--- src/rtl/complex_pkg.sv ---
// Shared complex-lane types and helpers for the complex adder/subtractor datapath.
// Lane helpers take a sign-extended difference plus the lane width so any width up to LANE_MAXW works.
package complex_pkg;

  localparam int LANE_W    = 8;
  localparam int LANE_MAXW = 32;

  typedef logic signed [LANE_W-1:0] lane_t;
  typedef struct packed {
    lane_t re;
    lane_t im;
  } cplx_t;

  localparam lane_t LANE_MAX = lane_t'((2 ** (LANE_W - 1)) - 1);
  localparam lane_t LANE_MIN = lane_t'(-(2 ** (LANE_W - 1)));

  typedef logic [LANE_MAXW:0] wide_t;

  // A w-bit lane overflowed when the two top bits of its w+1-bit difference disagree.
  function automatic logic lane_ovf(input wide_t d, input logic [5:0] w);
    return d[w] != d[w - 6'd1];
  endfunction

  function automatic logic [LANE_MAXW-1:0] lane_sat(input wide_t d, input logic [5:0] w,
                                                    input bit sat);
    logic [LANE_MAXW-1:0] ones;
    ones = '1;
    if (sat && lane_ovf(d, w)) begin
      return d[w] ? (ones << (w - 6'd1)) : ~(ones << (w - 6'd1));
    end
    return d[LANE_MAXW-1:0];
  endfunction

endpackage

--- src/rtl/sub_lane.sv ---
// One lane of the complex subtractor: S1 holds the W+1-bit difference,
// S2 holds the saturated or wrapped W-bit result and its overflow flag.
module sub_lane
  import complex_pkg::*;
#(
  parameter int W        = 8,
  parameter bit SATURATE = 1'b1
) (
  input  logic         clk,
  input  logic         rst,
  input  logic         en1,
  input  logic         en2,
  input  logic [W-1:0] a,
  input  logic [W-1:0] b,
  output logic [W-1:0] c,
  output logic         ovf
);

  logic [W:0]   diff;
  wide_t        diff_ext;
  logic [W-1:0] res;

  assign diff_ext = {{(LANE_MAXW - W){diff[W]}}, diff};
  assign res      = W'(lane_sat(diff_ext, 6'(W), SATURATE));

  always_ff @(posedge clk or posedge rst) begin
    if (rst) begin
      diff <= '0;
      c    <= '0;
      ovf  <= 1'b0;
    end else begin
      if (en1) begin
        diff <= {a[W-1], a} - {b[W-1], b};
      end
      if (en2) begin
        c   <= res;
        ovf <= lane_ovf(diff_ext, 6'(W));
      end
    end
  end

endmodule

--- src/rtl/complex_sub_pipe.sv ---
// Two-stage pipelined complex subtractor c = a - b with valid/ready backpressure.
// Both lanes share one handshake controller so real and imag always move together.
module complex_sub_pipe
  import complex_pkg::*;
#(
  parameter int BITS     = 16,
  parameter bit SATURATE = 1'b1
) (
  input  logic            clk,
  input  logic            rst,
  input  logic            in_valid,
  output logic            in_ready,
  input  logic [BITS-1:0] a,
  input  logic [BITS-1:0] b,
  output logic            out_valid,
  input  logic            out_ready,
  output logic [BITS-1:0] c,
  output logic [1:0]      out_ovf
);

  localparam int W = BITS / 2;

  logic v1, v2;
  logic adv1, adv2;
  logic en1, en2;

  // A stage may advance when it is empty or the stage after it is advancing.
  assign adv2      = !v2 || out_ready;
  assign adv1      = !v1 || adv2;
  assign in_ready  = adv1;
  assign en1       = adv1 && in_valid;
  assign en2       = adv2 && v1;
  assign out_valid = v2;

  always_ff @(posedge clk or posedge rst) begin
    if (rst) begin
      v1 <= 1'b0;
      v2 <= 1'b0;
    end else begin
      if (adv1) v1 <= in_valid;
      if (adv2) v2 <= v1;
    end
  end

  sub_lane #(.W(W), .SATURATE(SATURATE)) u_re (
    .clk (clk),
    .rst (rst),
    .en1 (en1),
    .en2 (en2),
    .a   (a[BITS-1:W]),
    .b   (b[BITS-1:W]),
    .c   (c[BITS-1:W]),
    .ovf (out_ovf[1])
  );

  sub_lane #(.W(W), .SATURATE(SATURATE)) u_im (
    .clk (clk),
    .rst (rst),
    .en1 (en1),
    .en2 (en2),
    .a   (a[W-1:0]),
    .b   (b[W-1:0]),
    .c   (c[W-1:0]),
    .ovf (out_ovf[0])
  );

endmodule
--- config.mk ---
export PLATFORM = sky130hd
export DESIGN_NAME = complex_sub_pipe
export DESIGN_NICKNAME = d
export VERILOG_FILES = /design/src/rtl/complex_pkg.sv /design/src/rtl/sub_lane.sv /design/src/rtl/complex_sub_pipe.sv
export SDC_FILE = /design/constraint.sdc
export NUM_CORES = 1
export LEC_CHECK = 0
export CORE_MARGIN = 2
export CORE_UTILIZATION = 45
export CTS_CLUSTER_DIAMETER = 120
export DETAILED_ROUTE_END_ITERATION = 8
export GPL_ROUTABILITY_DRIVEN = 0
export PLACE_DENSITY = 0.83
export SKIP_CTS_REPAIR_TIMING = 1
export SKIP_LAST_GASP = 1
export SYNTH_ARGS = -nofsm -noshare
export SYNTH_HDL_FRONTEND = slang
export SYNTH_HIERARCHICAL = 1
export SYNTH_SLANG_ARGS = --single-unit
--- constraint.sdc ---
create_clock -name clk -period 1.3 [get_ports clk]
set_input_delay 0.13 -clock clk [delete_from_list [all_inputs] [get_ports clk]]
set_output_delay 0.13 -clock clk [all_outputs]
set_load 0.005 [all_outputs]
Yosys cells after proc, flatten, opt, wreduce, memory -nomap -nowiden
Index checks and enable logic that the tools add are counted.
{"block": "totals", "regBits": 38, "latch_bits": 0, "ramBits": 0, "mem_bits_ro": 0, "memories": 0}
{"block": "op_classes", "addsub": 2, "mul": 0, "div": 0, "n_lt_le_gt_ge": 0, "eq_ne": 2, "n_shift": 0, "n_mux": 8, "n_bitwise": 0, "reduce_logical": 6}
{"cell": "2-to-1 mux 8 bit", "n": 6}
{"cell": "subtractor 8 x 8 -> 9 bit", "n": 2}
{"cell": "logical AND 1 bit", "n": 2}
{"cell": "zero test 1 bit", "n": 2}
{"cell": "logical OR 1 bit", "n": 2}
{"cell": "2-to-1 mux 1 bit", "n": 2}
{"cell": "inequality test 1 bit", "n": 2}

Longest topological paths before layout
Gate-level depths: netlist of run 1.
{"block": "logic_depth", "word_depth": 4, "ltp_mapped": 7}

By module
The synthesis of run 1 kept the hierarchy.
{"module": "sub_lane", "instances": 2, "cells_per_inst": 130, "area_per_inst_um2": 1138.6}
{"module": "complex_sub_pipe", "instances": 1, "cells_per_inst": 9, "area_per_inst_um2": 107.6}

Least setup slack after synthesis of run 1
OpenSTA, ideal clock, no wires.
{"block": "synth_timing", "path_kind": "input-to-reg", "from": "input port a[0]", "to": "register u_im.diff[6]", "t_arrival_ns": 1.328, "slack_ns": -0.123, "path_stages": 7, "n_path_buf": 0, "cell_sequence": "inv_1 -> ha_1 -> fa_1 -> nor2b_1 -> o2111a_1 -> nor4_1 -> o31ai_1"}
{"block": "synth_via", "elab_chain_len": 1}
{"item": "start: declaration", "line_no": "complex_sub_pipe.sv:13", "text": "input logic [BITS-1:0] a,"}
{"item": "subtractor 8 x 8 -> 9 bit", "line_no": "sub_lane.sv:33", "text": "diff <= {a[W-1], a} - {b[W-1], b};"}
{"item": "end signal: assignment", "line_no": "sub_lane.sv:33"}
{"item": "end: declaration", "line_no": "sub_lane.sv:19", "text": "logic [W:0] diff;"}
Every way passes these cells.
A chain may end at the register's enable or synchronous reset.

Worst setup path in the final report of run 1
{"block": "layout_timing", "from": "register v2 (netlist: out_valid)", "to": "register u_im.diff[5]"}
{"block": "layout_via", "elab_chain_len": 4}
{"item": "start: declaration", "line_no": "complex_sub_pipe.sv:23", "text": "logic v1, v2;"}
{"item": "start signal: assignment", "line_no": "complex_sub_pipe.sv:41", "text": "if (adv2) v2 <= v1;"}
{"item": "zero test 1 bit", "line_no": "complex_sub_pipe.sv:28", "text": "assign adv2 = !v2 || out_ready;"}
{"item": "logical OR 1 bit", "line_no": "complex_sub_pipe.sv:28"}
{"item": "logical OR 1 bit", "line_no": "complex_sub_pipe.sv:29", "text": "assign adv1 = !v1 || adv2;"}
{"item": "logical AND 1 bit", "line_no": "complex_sub_pipe.sv:31", "text": "assign en1 = adv1 && in_valid;"}
{"item": "named net en1", "line_no": "complex_sub_pipe.sv:25", "text": "logic en1, en2;"}
The timed path passes the listed nets, and every way through them passes these cells.

==> results by group, run 1 <==
CTS
  – Clock Tree Buf Depth: 2
  – TritonCTS Buffers: 5
  – CTS Sinks: 38
  – Clk slew on worst S/H paths: 0.07 ns
  – Clk_lat worst skew: 0.28 ns
  – CTS tree: built
  – H-tree depth: 2
  – Clock root buffer master: clkbuf_8

Timing
  – Final Setup Violations: 9
  – Final worst slack: -0.1338 ns
  – Clock skew: 0.002205 ns
  – Hold slack: 0.08135 ns
  – RSZ-0062 raised after global routing: true
  – Setup Total Neg Slack: -0.4116 ns
  – Fin crit share: 1.103
  – Worst slew margin: 0.7691
  – Final hold vios: 0
  – Fin. max-slew vios: 0
  – Period minus WS final: 1.434 ns
  – Fmax: 0.6975 GHz
  – Worst Tran Pin Value: 0.3437 ns

Worst setup path
  – Crit path DAT: 1.66 ns
  – CP Capture Type: flop
  – Max FO, Critical Path: 6
  – Worst endpoint required time: 1.52 ns
  – Setup CP Type: flop to flop
  – Startpoint Class: flop
  – Reg2reg path depth: 5
  – Reg2reg setup slack: -0.13 ns

Logic synthesis
  – Synth top area share: 0.3987
  – Post-synthesis sequential area ratio: 0.3987
  – Cell area after synthesis: 2385 um2
  – Post-synth EDFFs: 0
  – Top FF cell, synth: dfrtp_1
  – Synth area leaders: dfrtp_1 40%, ha_1 10%, nand2b_1 6.0%
  – Cell count after synthesis: 269
  – Yosys cell types: 34
  – Async SR Flop Fraction: 1.000
  – Top-count cell post-synth: dfrtp_1
  – Yosys warns: 6
  – Syn Area/Cell: 8.865 um2
  – Syn nets: 327
  – Synth Register Bits: 38
  – Synth area leader: dfrtp_1
  – Synth cell count leaders: 38 x dfrtp_1, 37 x inv_1, 28 x a21oi_1, 24 x nor2_1, 23 x nand2b_1

Drt
  – Residual DRC: 0
  – DR pass1 iterations: 4
  – Wirelength, routed: 6690 um
  – Vias: 2330
  – Vias/cell: 5.224
  – Antenna viol nets, final: 0
  – DRT iter0 DRCs: 90
  – Drt wl/cell: 15.00 um

Power and ir drop
  – Final Power: 0.004677 W
  – Max VDD drop: 530.5 uV
  – Sequential share of power: 0.363
  – Switching share of power: 0.3222
  – Pwr dens: 1179 nW/um2
  – Int Pwr: 0.003170 W
  – Switching power: 0.001507 W
  – Combinational power share: 0.463
  – Lkg Pwr: 2.034 nW
  – Clock power share: 0.174

Cells and area
  – Nets: 433
  – Synth-to-layout area growth: 66.37%
  – ANT cells: 0
  – Share of layout cells above drive strength 1: 0.3378
  – Layout Cells excl Fill: 446
  – Fillers: 329
  – Fin area: 3968 um2

Place
  – HPWL after DPL: 4273 um
  – Dpl cell area: 3386 um2
  – Buffers on Ports: 55
  – Placed Instances: 420

Die
  – Die Ht: 76.80 um
  – Core ar.: 5107 um2
  – Die area: 5897 um2
  – Die Width: 76.80 um
  – Initial Utilization: 0.4669
  – FP Rows: 26
  – I/O pin count: 56

Worst hold path
  – Hold Path Class: primary input to asynchronous set/reset pin

Global route
  – Grt ovf: 0
  – Gr usage total: 0.1943
  – Largest net degree at the start of global routing: 35
  – Number of global-route vias before repair: 2151
  – Initial antenna violation count: 0
  – First-pass GRT wire length: 9446 um

Status
  – Failing checks: negative setup slack
  – Outcome: finished, violations left

Run
  – Maxcap violations: 0
[power groups by stage]
stage,sequential [W],clock (W),combinational [W]
3_5_place_dp,0.00172,0,0.00180
4_1_cts,0.00170,0.000819,0.00181
6_report,0.00170,0.000812,0.00217
3_3_place_gp,0.00170,0,0.00174
5_1_grt,0.00174,0.000864,0.00236
2_1_floorplan,0.00172,0,0.000880
[placed cells by master, fill, tap and decap left out, types with 3 or more instances in the layout]
cell	netlist	layout
nand3_1	16	14
nor2_2	0	3
nand2_1	8	8
nor2_1	24	21
o31ai_2	2	5
buf_4	0	42
buf_6	0	6
nand2b_4	0	3
ha_1	20	6
nand3b_1	4	4
clkdlybuf4s50_1	0	18
dlymetal6s2s_1	0	32
a21oi_1	28	23
o21ai_0	14	9
o21a_1	4	4
a21oi_2	0	4
inv_2	2	9
dfrtp_1	38	38
ha_4	0	13
inv_1	37	26
nand2b_1	23	20
clkbuf_8	0	6
o21ai_1	0	4
clkbuf_2	0	3
and2_4	3	5
[flip-flops by register name, summed over array words and instances, names as in the netlist]
name       count
u_re/c         8
u_re/ovf       1
v1             1
u_re/diff      9
u_im/c         8
out_valid      1
u_im/diff      9
u_im/ovf       1
[logic make-up (layout without fill, tap and decap cells)]
| family | after synthesis | after routing | share of synthesized area |
|---|---|---|---|
| simple gates | 90 | 91 | 0.2051 |
| compound gates | 66 | 66 | 0.1742 |
| buf+inv | 47 | 153 | 0.07503 |
| flops | 38 | 38 | 0.3987 |
| fa+ha+maj | 22 | 22 | 0.1217 |
| mux | 4 | 4 | 0.01784 |
| xor+xnor | 2 | 2 | 0.007347 |
[worst max-delay path, cell delays in order, from the launching register on]
cell and delay [ns]:
dfrtp_1 0.41, nand3b_4 0.10, and2_4 0.25, inv_4 0.05
or4_4 0.48, nand3_2 0.08
[stage by stage]
stage | worst slack [ns] | utilization
floorplan | -0.06548 | -
global placement | -0.7050 | 0.6629
detailed placement | -0.7606 | 0.6629
CTS | -0.4615 | 0.6808
global route | -0.1634 | 0.7768
finish | -0.1338 | 0.7768
[per-layer routing]
layer	track usage	wire (um)	part of all wire
met5	0	0	0
met4	0.06909	99	0.015
met3	0.02824	296	0.044
met2	0.3175	3369	0.50
met1	0.2631	2925	0.44
[final timing paths]
path,start,to
setup / recovery,out_valid,u_im/diff[5]
hold / removal,rst,out_valid
setup reg to reg,out_valid,u_im/diff[5]
hold reg to reg,u_im/diff[3],u_im/diff[3]
max in group asynchronous,rst,u_re/diff[0]
min in group clk,b[8],u_re/diff[0]
[area by class of cell]
cell class              instances  area, um2  area share
clock buffers                   7      86.33     0.02176
clock inverters                 1      5.005    0.001261
inverters                      39      166.4     0.04194
multi-input cells             185       1588      0.4002
flip-flops and latches         38      950.9      0.2397
well taps                      70      87.58     0.02208
repair buffers                106       1084      0.2731
Note: power is estimated with default switching activity, not from simulation.
==> inputs of run 2 (changes only) <==
- CORE_MARGIN: 2 -> not set
==> results by group, run 2 (same netlist as run 1, synthesis figures left out) <==
Drt
  – Wirelength, routed: 6123 um
  – DRT iter0 DRCs: 145
  – Vias: 2267
  – DR pass1 iterations: 4
  – Drt wl/cell: 13.92 um
  – Antenna viol nets, final: 0
  – Vias/cell: 5.152
  – Residual DRC: 0

Cells and area
  – Footprint of the multi-input gates: 1562 um2
  – Most common cell after layout, fill and taps aside: dlymetal6s2s_1
  – Nets: 427
  – Fin area: 3895 um2
  – Fillers: 328
  – Most frequent cells in the layout: 40 x dlymetal6s2s_1, 38 x dfrtp_1, 38 x buf_4
  – Synth-to-layout area growth: 63.33%
  – Share of layout cells above drive strength 1: 0.3000
  – ANT cells: 0
  – Largest registers: u_im/diff: 9 flops, u_re/diff: 9 flops
  – Layout Cells excl Fill: 440
  – Register area: 950.9 um2

Timing
  – Fmax: 0.7377 GHz
  – Clock skew: 0.006867 ns
  – Final hold vios: 0
  – RSZ-0062 raised after global routing: true
  – Worst slew margin: 0.7387
  – Fin. max-slew vios: 0
  – Fin crit share: 1.043
  – Final Setup Violations: 5
  – Final worst slack: -0.05563 ns
  – Worst Tran Pin Value: 0.3890 ns
  – Period minus WS final: 1.356 ns

Worst setup path
  – CP Capture Type: flop
  – Setup CP Type: flop to flop
  – Max FO, Critical Path: 7
  – Crit path DAT: 1.57 ns
  – Worst endpoint required time: 1.52 ns
  – Startpoint Class: flop

Die
  – Die Width: 74.80 um
  – Die area: 5594 um2
  – FP Rows: 26
  – Core ar.: 5107 um2
  – Initial Utilization: 0.4669
  – Die Ht: 74.80 um
  – I/O pin count: 56

Global route
  – Gr usage total: 0.2021
  – First-pass GRT wire length: 8673 um
  – Initial antenna violation count: 0
  – Number of global-route vias before repair: 2008
  – Grt ovf: 0
  – Largest net degree at the start of global routing: 35

CTS
  – Clk slew on worst S/H paths: 0.07 ns
  – Clk_lat worst skew: 0.28 ns
  – CTS Sinks: 38
  – Clock Tree Buf Depth: 2
  – H-tree depth: 2
  – TritonCTS Buffers: 5
  – CTS tree: built
  – Clock root buffer master: clkbuf_8

Place
  – Buffers on Ports: 55
  – Placed Instances: 421
  – Dpl cell area: 3393 um2
  – HPWL after DPL: 4069 um
  – Worst slack, placed: -0.7613 ns

Power and ir drop
  – Max VDD drop: 559.1 uV
  – Lkg Pwr: 2.045 nW
  – Pwr dens: 1172 nW/um2

Status
  – Outcome: finished, violations left
  – Failing checks: negative setup slack

Run
  – Maxcap violations: 0

Worst hold path
  – Hold Path Class: primary input to asynchronous set/reset pin
==> run 2: critical path, cell delays in order (launching register included) <==
cell and delay, ns:
dfrtp_1 0.41, nand3b_4 0.10, and2_4 0.24, inv_4 0.04, or4_1 0.40, nand3_1 0.09
==> run 2: path summary, 6_finish.rpt <==
| path | start | to | slack [ns] | depth (start not counted) |
|---|---|---|---|---|
| setup / recovery | v1 | u_re/diff[5] | -0.06 | 5 |
| max in group asynchronous | rst | u_re/diff[7] | 0.86 | 3 |
| hold reg to reg | u_im/diff[6] | u_im/diff[6] | 0.51 | 2 |
| setup reg to reg | v1 | u_re/diff[5] | -0.06 | 5 |
| hold / removal | rst | v1 | 0.06 | 2 |
| min in group clk | b[8] | u_re/diff[0] | 0.15 | 3 |
==> run 2: area by class of cell <==
cell class              instances  share of cell area
multi-input cells             185              0.4009
repair buffers                100              0.2663
flip-flops and latches         38              0.2441
inverters                      39             0.04272
well taps                      70             0.02249
clock buffers                   7             0.02217
clock inverters                 1            0.001285
==> run 2: metal layers <==
layer	GRT usage	vias up	wire [um]	share of wire
met5	0	-	0	0
met4	0.07128	0	79	0.013
met3	0.02544	8	287	0.047
met2	0.3363	69	3013	0.49
met1	0.2723	1070	2744	0.45
li1	-	1120	-	-
==> run 2: metrics by stage <==
step	util	setup TNS (ns)	total power (W)	hold slack (ns)
after floorplan	-	-0.2257	0.002597	-0.1288
after global placement	0.6644	-9.153	0.003441	0.3549
after detailed placement	0.6644	-10.14	0.003513	0.3636
after CTS	0.6823	-4.580	0.004339	0.05828
after global routing	0.7626	-0.5210	0.004880	0.08970
final	0.7626	-0.1424	0.004567	0.06428
==> run 2: power by group <==
group          switching [W]  internal (W)  total, W
clock               0.000377      0.000427  0.000804
sequential          0.000187       0.00151   0.00170
combinational       0.000899       0.00116   0.00206
total                0.00146       0.00310   0.00457
==> variant 1: new RTL, settings of run 1 <==
Register the output `out_ovf`, cleared by the reset; this adds one clock of latency there. The other outputs are not delayed to match.
--- a/src/rtl/complex_sub_pipe.sv
+++ b/src/rtl/complex_sub_pipe.sv
@@ -19,6 +19,8 @@
 );
 
   localparam int W = BITS / 2;
+
+  logic [1:0] out_ovf_d;
 
   logic v1, v2;
   logic adv1, adv2;
@@ -50,7 +52,7 @@
     .a   (a[BITS-1:W]),
     .b   (b[BITS-1:W]),
     .c   (c[BITS-1:W]),
-    .ovf (out_ovf[1])
+    .ovf (out_ovf_d[1])
   );
 
   sub_lane #(.W(W), .SATURATE(SATURATE)) u_im (
@@ -61,7 +63,15 @@
     .a   (a[W-1:0]),
     .b   (b[W-1:0]),
     .c   (c[W-1:0]),
-    .ovf (out_ovf[0])
+    .ovf (out_ovf_d[0])
   );
 
+  always_ff @(posedge clk or posedge rst) begin
+    if (rst) begin
+      out_ovf <= '0;
+    end else begin
+      out_ovf <= out_ovf_d;
+    end
+  end
+
 endmodule
Check against the original RTL: not equivalent (a bounded check fails within 4 cycles, from zero or initial values and one cycle with rst high).
==> variant 1 against run 1 <==
The run still ends with negative setup slack left. Setup slack worse by 0.026 ns. Largest power group unchanged. Area after synthesis is 2.1% higher. Design area is 0.91% higher. Routed wire length is 1.9% lower. Die area is 2.0% higher. Sequential cell count is 2 higher. Critical path type unchanged. Total power is 1.3% higher. Non-clock buffer count is 6 higher. Largest cell class unchanged. Sequential share of layout area is 1.0 points higher.
==> variant 1: results (changes against run 1) <==
Status
  • Failing checks: negative setup slack
  • Status: finished, violations left

GRT
  • Total track usage: 18.90% (-0.52 points)
  • Met2 GRT Util: 31.83% (+0.072 points)

Pwr
  • Clock network fraction of total power: 16.1% (-1.3 points)
  • Comb pwr share: 45.9% (-0.4 points)
  • VDD IR max: 0.6400 mV (+21%)
  • Sw power: 1.506 mW (about the same)
  • P_leak: 2.026 nW (-0.39%)
  • P per Cell Area: 1183 nW/um^2 (+0.35%)

Synthesis
  • Largest cells by area after synthesis: dfrtp_1 (41%), ha_1 (10%), nand2b_1 (5.9%)
  • Top cells by count, synth: dfrtp_1 (40), inv_1 (37), a21oi_1 (28)
  • Mapped cell area: 2435 um^2 (+2.1%)
  • Post-Syn Nets: 329 (+0.61%)
  • Cells after Synth: 271 (+0.74%)

Place
  • Placed cells: 427 (+1.7%)
  • Post-DP HPWL: 4216 um (-1.3%)

Final layout
  • Nets: 440 (+1.6%)
  • Number of multi-input logic gates: 184 (-0.54%)
  • Buffering overhead: 27.91% (+0.60 points)
  • # fillers: 337 (+2.4%)
  • Share of layout cells above drive strength 1: 32.46% (-1.3 points)
  • Reg area: 1001 um^2 (+5.3%)

Critical path
  • FF-to-FF setup slack: -0.16 ns (-0.03 ns)
  • Crit path max fanout: 8 (+2)
  • Crit path from: v1$_DFFE_PP0P_
  • Worst R2R Path Depth: 7 (+2)
  • Crit-path slowest cell: dfrtp_1
  • Reg2Reg Capture Point: u_re/diff[7]$_DFFE_PP0P_

STA
  • Clock Skew: 0.005568 ns (+0.003363 ns)
  • Setup-failing EPs final: 10 (+1)
  • Slew HR: 77.16% (+0.25 points)
  • Setup_tns: -0.9634 ns (-0.5517 ns)
  • Setup WS post-layout: -0.1594 ns (-0.02565 ns)

Route
  • Drt wl/cell: 14.52 um (-3.2%)
  • Detailed router's first-iteration violation count: 194 (+120%)
  • Wire length on met3: 294 um (-0.68%)
  • Met2 WL post-DR: 3267 um (-3.0%)
## variant 1: cell families after synthesis
logic type	Yosys count	synth area share [%]
buffers and inverters	47	7.348
adders and majority gates	22	11.92
AOI/OAI and AO/OA	66	17.06
and+or+nand+nor	90	20.09
DFF	40	41.11
xor gates and xnor gates	2	0.7196
muxes	4	1.747
## variant 1: how the worst min path moves through the flow
stage,to,startpoint,slack (ns),cells after the start
after floorplan,out_ovf[0]$_DFF_PP0_,rst,-0.10,1
after global placement,out_ovf[1]$_DFF_PP0_,u_re/ovf$_DFFE_PP0P_,0.36,0
after detailed placement,out_ovf[1]$_DFF_PP0_,u_re/ovf$_DFFE_PP0P_,0.36,0
after CTS,out_ovf[0]$_DFF_PP0_,rst,0.09,2
after global routing,v1$_DFFE_PP0P_,rst,0.10,2
final,v1$_DFFE_PP0P_,rst,0.08,2
==> variant 2: new RTL, flow settings as in run 1 <==
Made on the original files. `SATURATE` is set to 1'b1 in 2 places; all go to 1'b0.
--- a/src/rtl/sub_lane.sv
+++ b/src/rtl/sub_lane.sv
@@ -4,7 +4,7 @@
   import complex_pkg::*;
 #(
   parameter int W        = 8,
-  parameter bit SATURATE = 1'b1
+  parameter bit SATURATE = 1'b0
 ) (
   input  logic         clk,
   input  logic         rst,
--- a/src/rtl/complex_sub_pipe.sv
+++ b/src/rtl/complex_sub_pipe.sv
@@ -4,7 +4,7 @@
   import complex_pkg::*;
 #(
   parameter int BITS     = 16,
-  parameter bit SATURATE = 1'b1
+  parameter bit SATURATE = 1'b0
 ) (
   input  logic            clk,
   input  logic            rst,
Behaviour: not the same (Yosys sat finds a counterexample within 4 cycles, from zero or initial values and one cycle with rst high).
==> variant 2 against run 1 <==
Total power rose by 4.1%. Combinational power fell by 12%. Clock power rose by 50%. The run still ends with negative setup slack left. Design area fell by 5.5%. Routed wire length fell by 1.3%. Largest cell class unchanged. Sequential cell count did not move. Core utilization rose by 0.70 points. Area after synthesis fell by 5.7%. Critical path type is now in -> reg. Setup slack improved by 0.021 ns.
==> variant 2: results (changes against run 1) <==
Synthesis
  • Post-synthesis xor/xnor area fraction: 3.893% (+3.2 points)
  • Adder-cell share of the synthesized area: 10.68% (-1.5 points)
  • Top cells by count, synth: dfrtp_1 (38), a21oi_1 (26), inv_1 (23)
  • Register area share after synthesis: 42.27% (+2.4 points)
  • Compound-Gate Fraction of Synth Area: 13.57% (-3.8 points)
  • Post-Syn Nets: 267 (-18%)
  • Multiplexer share of the synthesized area: 10.90% (+9.1 points)
  • Largest cells by area after synthesis: dfrtp_1 (42%), mux2_1 (9.0%), ha_1 (8.9%)
  • Cells after Synth: 213 (-21%)
  • Yosys cell types: 31 (-8.8%)
  • Mapped cell area: 2250 um^2 (-5.7%)

STA
  • Setup-failing EPs final: 18 (+9)
  • Setup WS post-layout: -0.1132 ns (+0.02059 ns)
  • Setup_tns: -0.5882 ns (-0.1766 ns)
  • Measured slew at the worst slew-check pin: 0.2573 ns (-0.08640 ns)
  • Clock Skew: 0.01278 ns (+0.01057 ns)

Final layout
  • Fraction of area in registers: 25.35% (+1.4 points)
  • Final clock-cell share: 3.669% (+1.4 points)
  • Buffering overhead: 26.72% (-0.59 points)
  • Nets: 368 (-15%)
  • Number of multi-input logic gates: 148 (-20%)
  • Share of layout cells above drive strength 1: 38.41% (+4.6 points)
  • FF+latch count: 38 (unchanged)
  • # fillers: 298 (-9.4%)
  • Inverters: 23 (-41%)
  • Clock buf count: 5 (-2)

Status
  • Status: finished, violations left
  • Failing checks: negative setup slack

Route
  • Routed via count: 2001 (-14%)
  • DRT Wirelength: 6606 um (-1.3%)
  • WL met1: 2774 um (-5.2%)
  • Met2 WL post-DR: 3451 um (+2.4%)
  • Top layer in use: met4
  • Detailed router's first-iteration violation count: 84 (-6.7%)
  • Via density: 5.238 (+0.27%)

GRT
  • Pin count of the biggest net entering global routing: 21 (-40%)
  • Number of global-route vias before repair: 1725 (-20%)
  • Total track usage: 17.15% (-2.3 points)
  • Met3 usage: 3.614% (+0.79 points)
  • First-pass GRT wire length: 7341 um (-22%)
  • Met2 GRT Util: 29.60% (-2.2 points)
  • Met1 GRT Util: 22.14% (-4.2 points)

Pwr
  • P per Cell Area: 1298 nW/um^2 (+10%)
  • Total power: 4.871 mW (+4.1%)
  • Comb pwr: 1.92 mW (-12%)
  • Pint: 3.500 mW (+10%)
  • Clk pwr: 1.22 mW (+50%)
  • VDD IR max: 0.9283 mV (+75%)
  • P_leak: 1.916 nW (-5.8%)

Critical path
  • Crit path max fanout: 3 (-3)
  • Largest stage delay, worst path: 0.37 ns (-0.11 ns)
  • Crit-path slowest cell: fa_2
  • Family with the most delay on the worst path: adder cells
  • Critical Path AT: 1.64 ns (-0.02 ns)

CTS
  • Clock Latency Late Sink: 0.30 ns (+0.02 ns)

Place
  • Placed cells: 355 (-15%)
  • Post-DP HPWL: 3342 um (-22%)
  • Post-Place Cell Area: 3089 um^2 (-8.8%)
## variant 2: changes by cell type in the layout (fill, tap and decap cells not counted), sizes merged, moves of 6 or more
| cell | run 1 | this run |
|---|---|---|
| buf | 51 | 41 |
| clkdlybuf4s50 | 18 | 24 |
| inv | 39 | 22 |
| mux2 | 2 | 20 |
| nand2b | 23 | 5 |
| nand3 | 16 | 6 |
| nor2 | 24 | 12 |
| o21ai | 14 | 0 |
## variant 2: worst paths after layout
path                                           from                  endpoint  slack (ns)
setup / recovery                               a[0]  u_im/diff[6]$_DFFE_PP0P_       -0.11
hold / removal                                  rst            v1$_DFFE_PP0P_        0.05
max in group asynchronous                       rst     u_im/c[5]$_DFFE_PP0P_        0.86
min in group clk                               b[8]  u_re/diff[0]$_DFFE_PP0P_        0.18
hold reg to reg            u_im/diff[2]$_DFFE_PP0P_  u_im/diff[2]$_DFFE_PP0P_        0.49
setup reg to reg              out_valid$_DFFE_PP0P_  u_re/diff[6]$_DFFE_PP0P_       -0.07
